===== src/rtl/word_serializer_mod5.sv =====
// Parallel-to-serial feeder for the residue-mod-5 Mealy stage: clear pulse, then MSB-first frame.
// Build with CHECK_EN defined to add a CHECK state comparing res_in against a locally computed residue.
module word_serializer_mod5 #(
  parameter int WIDTH = 8
) (
  input  logic             clk,
  input  logic             rst,
  input  logic [WIDTH-1:0] in_data,
  input  logic             in_valid,
  output logic             in_ready,
  output logic             ser_out,
  output logic             ser_valid,
  output logic             ser_last,
  output logic             clr_n,
  input  logic [2:0]       res_in,
  output logic             chk_done,
  output logic             chk_err
);

  localparam int CW = $clog2(WIDTH);
  localparam logic [CW-1:0] CNT_MAX = CW'(WIDTH - 1);

  // Handshake: a word is taken at a rising edge where in_valid and in_ready are both high;
  // in_ready stays low from that edge until the frame (and check, if built) has completed.
  typedef enum logic [1:0] {
    IDLE  = 2'd0,
    CLEAR = 2'd1,
`ifdef CHECK_EN
    SHIFT = 2'd2,
    CHECK = 2'd3
`else
    SHIFT = 2'd2
`endif
  } state_t;

  state_t state, state_next;
  logic   accept;

  logic [WIDTH-1:0] sreg;
  logic [CW-1:0]    cnt;
  logic             ready_q;
  logic             clr_q;
  logic             out_q;
  logic             valid_q;
  logic             last_q;

  always_ff @(posedge clk or negedge rst) begin
    if (!rst) state <= IDLE;
    else      state <= state_next;
  end

  always_comb begin
    state_next = state;
    accept     = 1'b0;
    case (state)
      IDLE: begin
        if (in_valid && ready_q) begin
          accept     = 1'b1;
          state_next = CLEAR;
        end
      end
      CLEAR: state_next = SHIFT;
      SHIFT: begin
`ifdef CHECK_EN
        if (cnt == '0) state_next = CHECK;
`else
        if (cnt == '0) state_next = IDLE;
`endif
      end
`ifdef CHECK_EN
      CHECK: state_next = IDLE;
`endif
      default: state_next = IDLE;
    endcase
  end

`ifdef CHECK_EN
  logic [2:0] res_q;
  logic       done_q;
  logic       err_q;

  // 2r+b is at most 9, so a single conditional subtract keeps the residue in 0..4.
  function automatic logic [2:0] mod5_step(input logic [2:0] r, input logic b);
    logic [3:0] v;
    v = {r, b};
    return (v >= 4'd5) ? 3'(v - 4'd5) : v[2:0];
  endfunction
`else
  logic unused_res;
  assign unused_res = ^res_in;
`endif

  always_ff @(posedge clk or negedge rst) begin
    if (!rst) begin
      sreg    <= '0;
      cnt     <= '0;
      ready_q <= 1'b1;
      clr_q   <= 1'b1;
      out_q   <= 1'b0;
      valid_q <= 1'b0;
      last_q  <= 1'b0;
`ifdef CHECK_EN
      res_q   <= '0;
      done_q  <= 1'b0;
      err_q   <= 1'b0;
`endif
    end else begin
`ifdef CHECK_EN
      done_q <= 1'b0;
`endif
      case (state)
        IDLE: begin
          if (accept) begin
            sreg    <= in_data;
            ready_q <= 1'b0;
            clr_q   <= 1'b0;
          end
        end
        CLEAR: begin
          clr_q   <= 1'b1;
          out_q   <= sreg[WIDTH-1];
          sreg    <= {sreg[WIDTH-2:0], 1'b0};
          valid_q <= 1'b1;
          last_q  <= 1'b0;
          cnt     <= CNT_MAX;
`ifdef CHECK_EN
          res_q   <= '0;
`endif
        end
        SHIFT: begin
`ifdef CHECK_EN
          res_q <= mod5_step(res_q, out_q);
`endif
          if (cnt == '0) begin
            valid_q <= 1'b0;
            last_q  <= 1'b0;
            out_q   <= 1'b0;
`ifndef CHECK_EN
            ready_q <= 1'b1;
`endif
          end else begin
            out_q  <= sreg[WIDTH-1];
            sreg   <= {sreg[WIDTH-2:0], 1'b0};
            cnt    <= cnt - CW'(1);
            last_q <= (cnt == CW'(1));
          end
        end
`ifdef CHECK_EN
        CHECK: begin
          done_q  <= 1'b1;
          err_q   <= (res_in != res_q);
          ready_q <= 1'b1;
        end
`endif
        default: ;
      endcase
    end
  end

  assign in_ready  = ready_q;
  assign clr_n     = clr_q;
  assign ser_out   = out_q;
  assign ser_valid = valid_q;
  assign ser_last  = last_q;
`ifdef CHECK_EN
  assign chk_done  = done_q;
  assign chk_err   = err_q;
`else
  assign chk_done  = 1'b0;
  assign chk_err   = 1'b0;
`endif

endmodule


===== config.mk =====
export PLATFORM = sky130hd
export DESIGN_NAME = word_serializer_mod5
export DESIGN_NICKNAME = d
export VERILOG_FILES = /design/src/rtl/word_serializer_mod5.sv
export SDC_FILE = /design/constraint.sdc
export NUM_CORES = 1
export LEC_CHECK = 0
export ABC_AREA = 1
export BUFFER_PORTS_ARGS = -buffer_cell sky130_fd_sc_hd__buf_2
export CAP_MARGIN = 25
export CELL_PAD_IN_SITES_DETAIL_PLACEMENT = 2
export CELL_PAD_IN_SITES_GLOBAL_PLACEMENT = 2
export CORE_MARGIN = 1
export CORE_UTILIZATION = 34
export CTS_BUF_LIST = sky130_fd_sc_hd__clkbuf_4
export CTS_CLUSTER_SIZE = 28
export DETAILED_ROUTE_END_ITERATION = 8
export PLACE_DENSITY_LB_ADDON = 0.25
export SETUP_SLACK_MARGIN = 0.5
export SLEW_MARGIN = 25
export SYNTH_ARGS = -nofsm -noshare
export SYNTH_HDL_FRONTEND = slang
export SYNTH_SLANG_ARGS = --single-unit

===== constraint.sdc =====
create_clock -name clk -period 1.9 [get_ports clk]
set_clock_uncertainty 0.05 [all_clocks]
set_input_delay 0.38 -clock clk [delete_from_list [all_inputs] [get_ports clk]]
set_output_delay 0.38 -clock clk [all_outputs]
set_load 0.01 [all_outputs]

# --- Word level (Yosys, flattened, before mapping) ---
# Index checks and enable logic that the tools add are counted.
word_totals:
  elab_cells: 49
  ff_bits: 18
classes:
  eq_ne: 7
  reduce_logical: 13
  add_sub_neg: 1
  n_mux: 20
op_table:
  columns: ["op", "n"]
  rows:
  - ["one-hot mux 8 bit (3 select lines)", 1]
  - ["2-to-1 mux 8 bit", 2]
  - ["one-hot mux 1 bit (2 select lines)", 5]
  - ["inequality test 2 bit (second input constant)", 4]
  - ["AND reduction 2 bit", 4]
  - ["2-to-1 mux 1 bit", 7]
  - ["one-hot mux 2 bit (3 select lines)", 1]
  - ["one-hot mux 3 bit (2 select lines)", 1]
  - ["AND reduction 3 bit", 2]
  - ["nonzero test 2 bit", 3]
  - ["2-to-1 mux 2 bit", 2]
  - ["== test 3 x 1 -> 1 bit (second input constant)", 1]
  - ["zero test 3 bit", 1]
  - ["2-to-1 mux 3 bit", 1]
  - ["nonzero test 3 bit", 1]
  - ["subtractor 3 x 1 -> 3 bit (second input constant)", 1]
  - ["== test 2 x 1 -> 1 bit (second input constant)", 1]
  - ["== test 2 bit (second input constant)", 1]
  - ["zero test 2 bit", 1]
  - ["logical AND 1 bit", 1]

# --- Logic depth before layout (Yosys ltp) ---
depth:
  word_depth: 5
  depth_mapped: 7
  mapped_depth_nobuf: 7

# --- Least setup slack after synthesis ---
# No wires, ideal clock.
synth_timing:
  path_type: "reg-to-reg"
  from: "register state[0]"
  to: "register sreg[1]"
  stages_incl_launch_ff: 8
  arrival_ps: 1103
  synth_period_minus_slack_ps: 1273
  t_required_ps: 1731
  setup_ps: 119
  slack_ps: 627
  path_cell_list: "dfrtp_1 > inv_1 > ha_1 > clkinv_1 > nand2_1 > nand2_1 > nand4_1 > nand2_1"
synth_via:
  elab_chain_len: 4
  word_cells_on_any_way: 9
  classes_between: "4 x eq/ne; 2 x mux; 3 x reduce/logical"
synth_rtl:
  columns: ["item", "line", "text"]
  rows:
  - ["from (decl)", "36", "state_t state, state_next;"]
  - ["from (signal assigned)", "49", "else state <= state_next;"]
  - ["zero test 2 bit", "55, 111", null]
  - ["2-to-1 mux 1 bit", "55", "case (state)"]
  - ["inequality test 2 bit (no line)", null, null]
  - ["AND reduction 3 bit (no line)", null, null]
  - ["to (signal assigned)", "114", "sreg <= in_data;"]
  - ["to (signal assigned)", "122", "sreg <= {sreg[WIDTH-2:0], 1'b0};"]
  - ["to (signal assigned)", "143", "sreg <= {sreg[WIDTH-2:0], 1'b0};"]
  - ["to (decl)", "39", "logic [WIDTH-1:0] sreg;"]
# Parallel ways exist; a longest one is shown, timed or not.
# A chain may end at the register's enable or synchronous reset.

# --- Worst setup path in the final report ---
layout_timing:
  from: "register ready_q (netlist: in_ready)"
  to: "output port in_ready"
layout_lines:
  columns: ["item", "line", "text"]
  rows:
  - ["from (decl)", "41", "logic ready_q;"]
  - ["from (signal assigned)", "97", "ready_q <= 1'b1;"]
  - ["from (signal assigned)", "115", "ready_q <= 1'b0;"]
  - ["from (signal assigned)", "139", "ready_q <= 1'b1;"]
  - ["to (decl)", "10", "output logic in_ready,"]
# No word-level cell between the ends.

==> out/results.txt <==
Ports = 21
Final Hold Vio Count = 0
placed inst area = 1090 um2
H-Tree Depth = 1
r2r startpoint = state[1]$_DFFE_PN0P_
Die Wd = 56.5 um
clock buffer depth = 2
critical path class = reg2out
RSZ-0062 raised after global routing = yes
critical-path cell list = buf_6
post-detailed-route wirelength per cell = 18.6 um
CTS Sinks = 18
Worst Setup EP = in_ready
delay-heaviest family, CP = flip-flops
post-synthesis sequential area ratio = 44.9%
crit path launch type = flip-flop
max-cap violations = 0
vias in the first global route = 1,063
Placer Congestion = 0.701
Reg2Reg Depth = 7
Max IR drop VDD = 301 uV
endpoint class of the critical path = output port
fin crit share = 74.3%
Inserted Diodes = 0
crit path buf inv count = 1
initial antenna violation count = 0
leak pwr = 0.780 nW
global-route usage over all layers = 20.6%
Final setup viols = 0
grt ovf = 0
CTS tree = yes
vias per std cell = 5.13
CTS clk-pin slew, worst paths = 0.12 ns
Cell variety after synth = 16
first-pass GRT wire length = 5.01 mm
Worst path slowest cell = dfstp_2
drt total wl = 3.63 mm
Syn Std Cell Area = 1010 um2
cells after synthesis = 131
worst path required time = 1.47 ns
fin worst setup slack = 0.489 ns
Vias = 1,000
maximum fanout along the worst path = 3
Final Core Density = 50.0%
row cnt = 19
Mapped Avg Cell Area = 7.70 um2
PD cells = 453 nW/um2
core area = 2780 um2
Multi-input gate area = 574 um2
Critical Path Stages = 1
Layout Nets = 186
RR Endpoint = sreg[1]$_DFFE_PN0P_
reg-to-reg setup timing slack = 0.49 ns
Root Buffer = clkbuf_4
Fill cells = 314
Synthesis Warnings = 0
post-DP HPWL = 1.98 mm
initial DRC count = 31
#FFs+latches synth = 18
Final min period = 1.41 ns
Arr. time, crit path = 0.98 ns
class of the worst hold path = in2reg
status = finished, final reports clean
sum of negative setup slack = 0 ns
fmax = 709 MHz
TritonRoute pass-1 iters = 4
Seq. cell area = 453 um2
Starting Density = 36.3%
largest net degree at the start of global routing = 19
# port buffers = 15
pre-CTS setup slack = 0.248 ns
Num CTS Buffers = 3
Residual DRC = 0
Area Overhead vs Synth = 37.8%
Vert. Die Dim = 56.5 um
CP Launch Point = in_ready$_DFFE_PN1P_
clk_lat worst skew = 0.31 ns
Die ar. = 3190 um2
cell area after layout = 1390 um2
CP max stage delay = 0.57 ns
post-route ant nets = 0
share of cells above drive strength 1 = 35.4%
count of pins over their slew limit = 0
[layout by cell type (no fill, tap or decap)]
cell type	synthesis	routed
nand2_1	66	58
dfrtp_1	16	16
buf_2	1	13
buf_4	3	13
nand4_1	9	9
nand2_2	2	8
inv_1	9	6
nand3_1	5	5
ha_1	7	4
inv_2	0	3
ha_4	0	3
clkbuf_4	0	3
buf_6	1	3
nand3_4	0	2
nand2_4	0	2
o21ai_0	3	2
conb_1	1	2
dfstp_2	2	2
inv_8	0	1
inv_4	0	1
nor2_1	2	1
o21ai_1	0	1
nor2_2	0	1
clkinv_1	2	1
clkbuf_16	0	1
nand3_2	2	1
dlygate4sd3_1	0	1
buf_8	0	1
[worst min path at each step]
stage                           from             endpoint  slack (ns)  depth (start not counted)
after floorplan                  rst   cnt[0]$_DFFE_PN0P_        0.03                          0
after global placement           rst  ser_out$_DFFE_PN0N_        0.29                          1
after detailed placement         rst  ser_out$_DFFE_PN0N_        0.29                          1
after CTS                 in_data[6]  sreg[6]$_DFFE_PN0P_        0.35                          5
after global routing      in_data[0]  sreg[0]$_DFFE_PN0P_        0.38                          5
final                     in_data[6]  sreg[6]$_DFFE_PN0P_        0.35                          5
[per-stage QoR]
step / total power, mW / std cells / hold WS, ns
finish: 0.630 / 195 / 0.346
global route: 0.651 / 195 / 0.377
CTS: 0.628 / 181 / 0.348
detailed placement: 0.418 / 174 / 0.291
global placement: 0.417 / 174 / 0.294
floorplan: 0.402 / 132 / 0.0344
[power breakdown]
part	internal [mW]	switching (mW)
registers	0.383	0
clock network	0.0767	0.139
logic	0.0130	0.0185
total	0.473	0.157
[cells in the mapped netlist]
library cell / n / area, um2
clkinv_1: 2 / 7.51
nand3_1: 5 / 25.0
nand2_2: 2 / 12.5
inv_1: 9 / 33.8
dfstp_2: 2 / 52.6
buf_4: 3 / 22.5
buf_2: 1 / 5.00
dfrtp_1: 16 / 400
nor2_1: 2 / 7.51
buf_6: 1 / 11.3
conb_1: 1 / 3.75
nand4_1: 9 / 56.3
ha_1: 7 / 87.6
nand2_1: 66 / 248
o21ai_0: 3 / 15.0
nand3_2: 2 / 20.0
[per-layer routing]
| metal | global-route usage (%) | vias up | routed length (um) |
|---|---|---|---|
| li1 | - | 476 | - |
| met4 | 6.27 | 0 | 23 |
| met1 | 23.7 | 507 | 1540 |
| met5 | 0 | - | 0 |
| met2 | 38.7 | 13 | 2020 |
| met3 | 3.00 | 4 | 50 |
[state kept, by name, indices dropped and copies added (netlist names)]
name and count:
ser_valid 1, clr_n 1, cnt 3, ser_out 1, in_ready 1, sreg 8
ser_last 1, state 2
[worst reg2reg max path: stages, from the launching register on]
cell and delay (ns):
dfrtp_1 0.44, inv_2 0.08, ha_4 0.34, clkbuf_16 0.17, nand2_2 0.04, nand2_1 0.06
nand4_1 0.08, nand2_1 0.09
[final cells by class]
class	count	area share, %
well taps	31	2.79
inverters	11	3.69
clock buffers	3	1.62
flip-flops and latches	18	32.6
repair buffers	32	17.7
clock inverters	1	0.270
multi-input cells	99	41.3
[repair_timing]
item / CTS / global route
pin swaps: 0 / 20
gates resized for setup: 15 / 17
gates cloned: 0 / 2
hold endpoints to repair: 16 / 0
setup endpoints to repair: 18 / 16
buffers inserted: 2 / 12
hold buffers: 1 / 0
[cell families after synthesis]
family	synth area share, %
adder cells (fa/ha/maj)	8.68
AND/OR/NAND/NOR	36.6
AO/OA/AOI/OAI	1.49
flip-flops	44.9
other	0.372
buffers and inverters	7.94
Power figures use the tool's default switching activity.
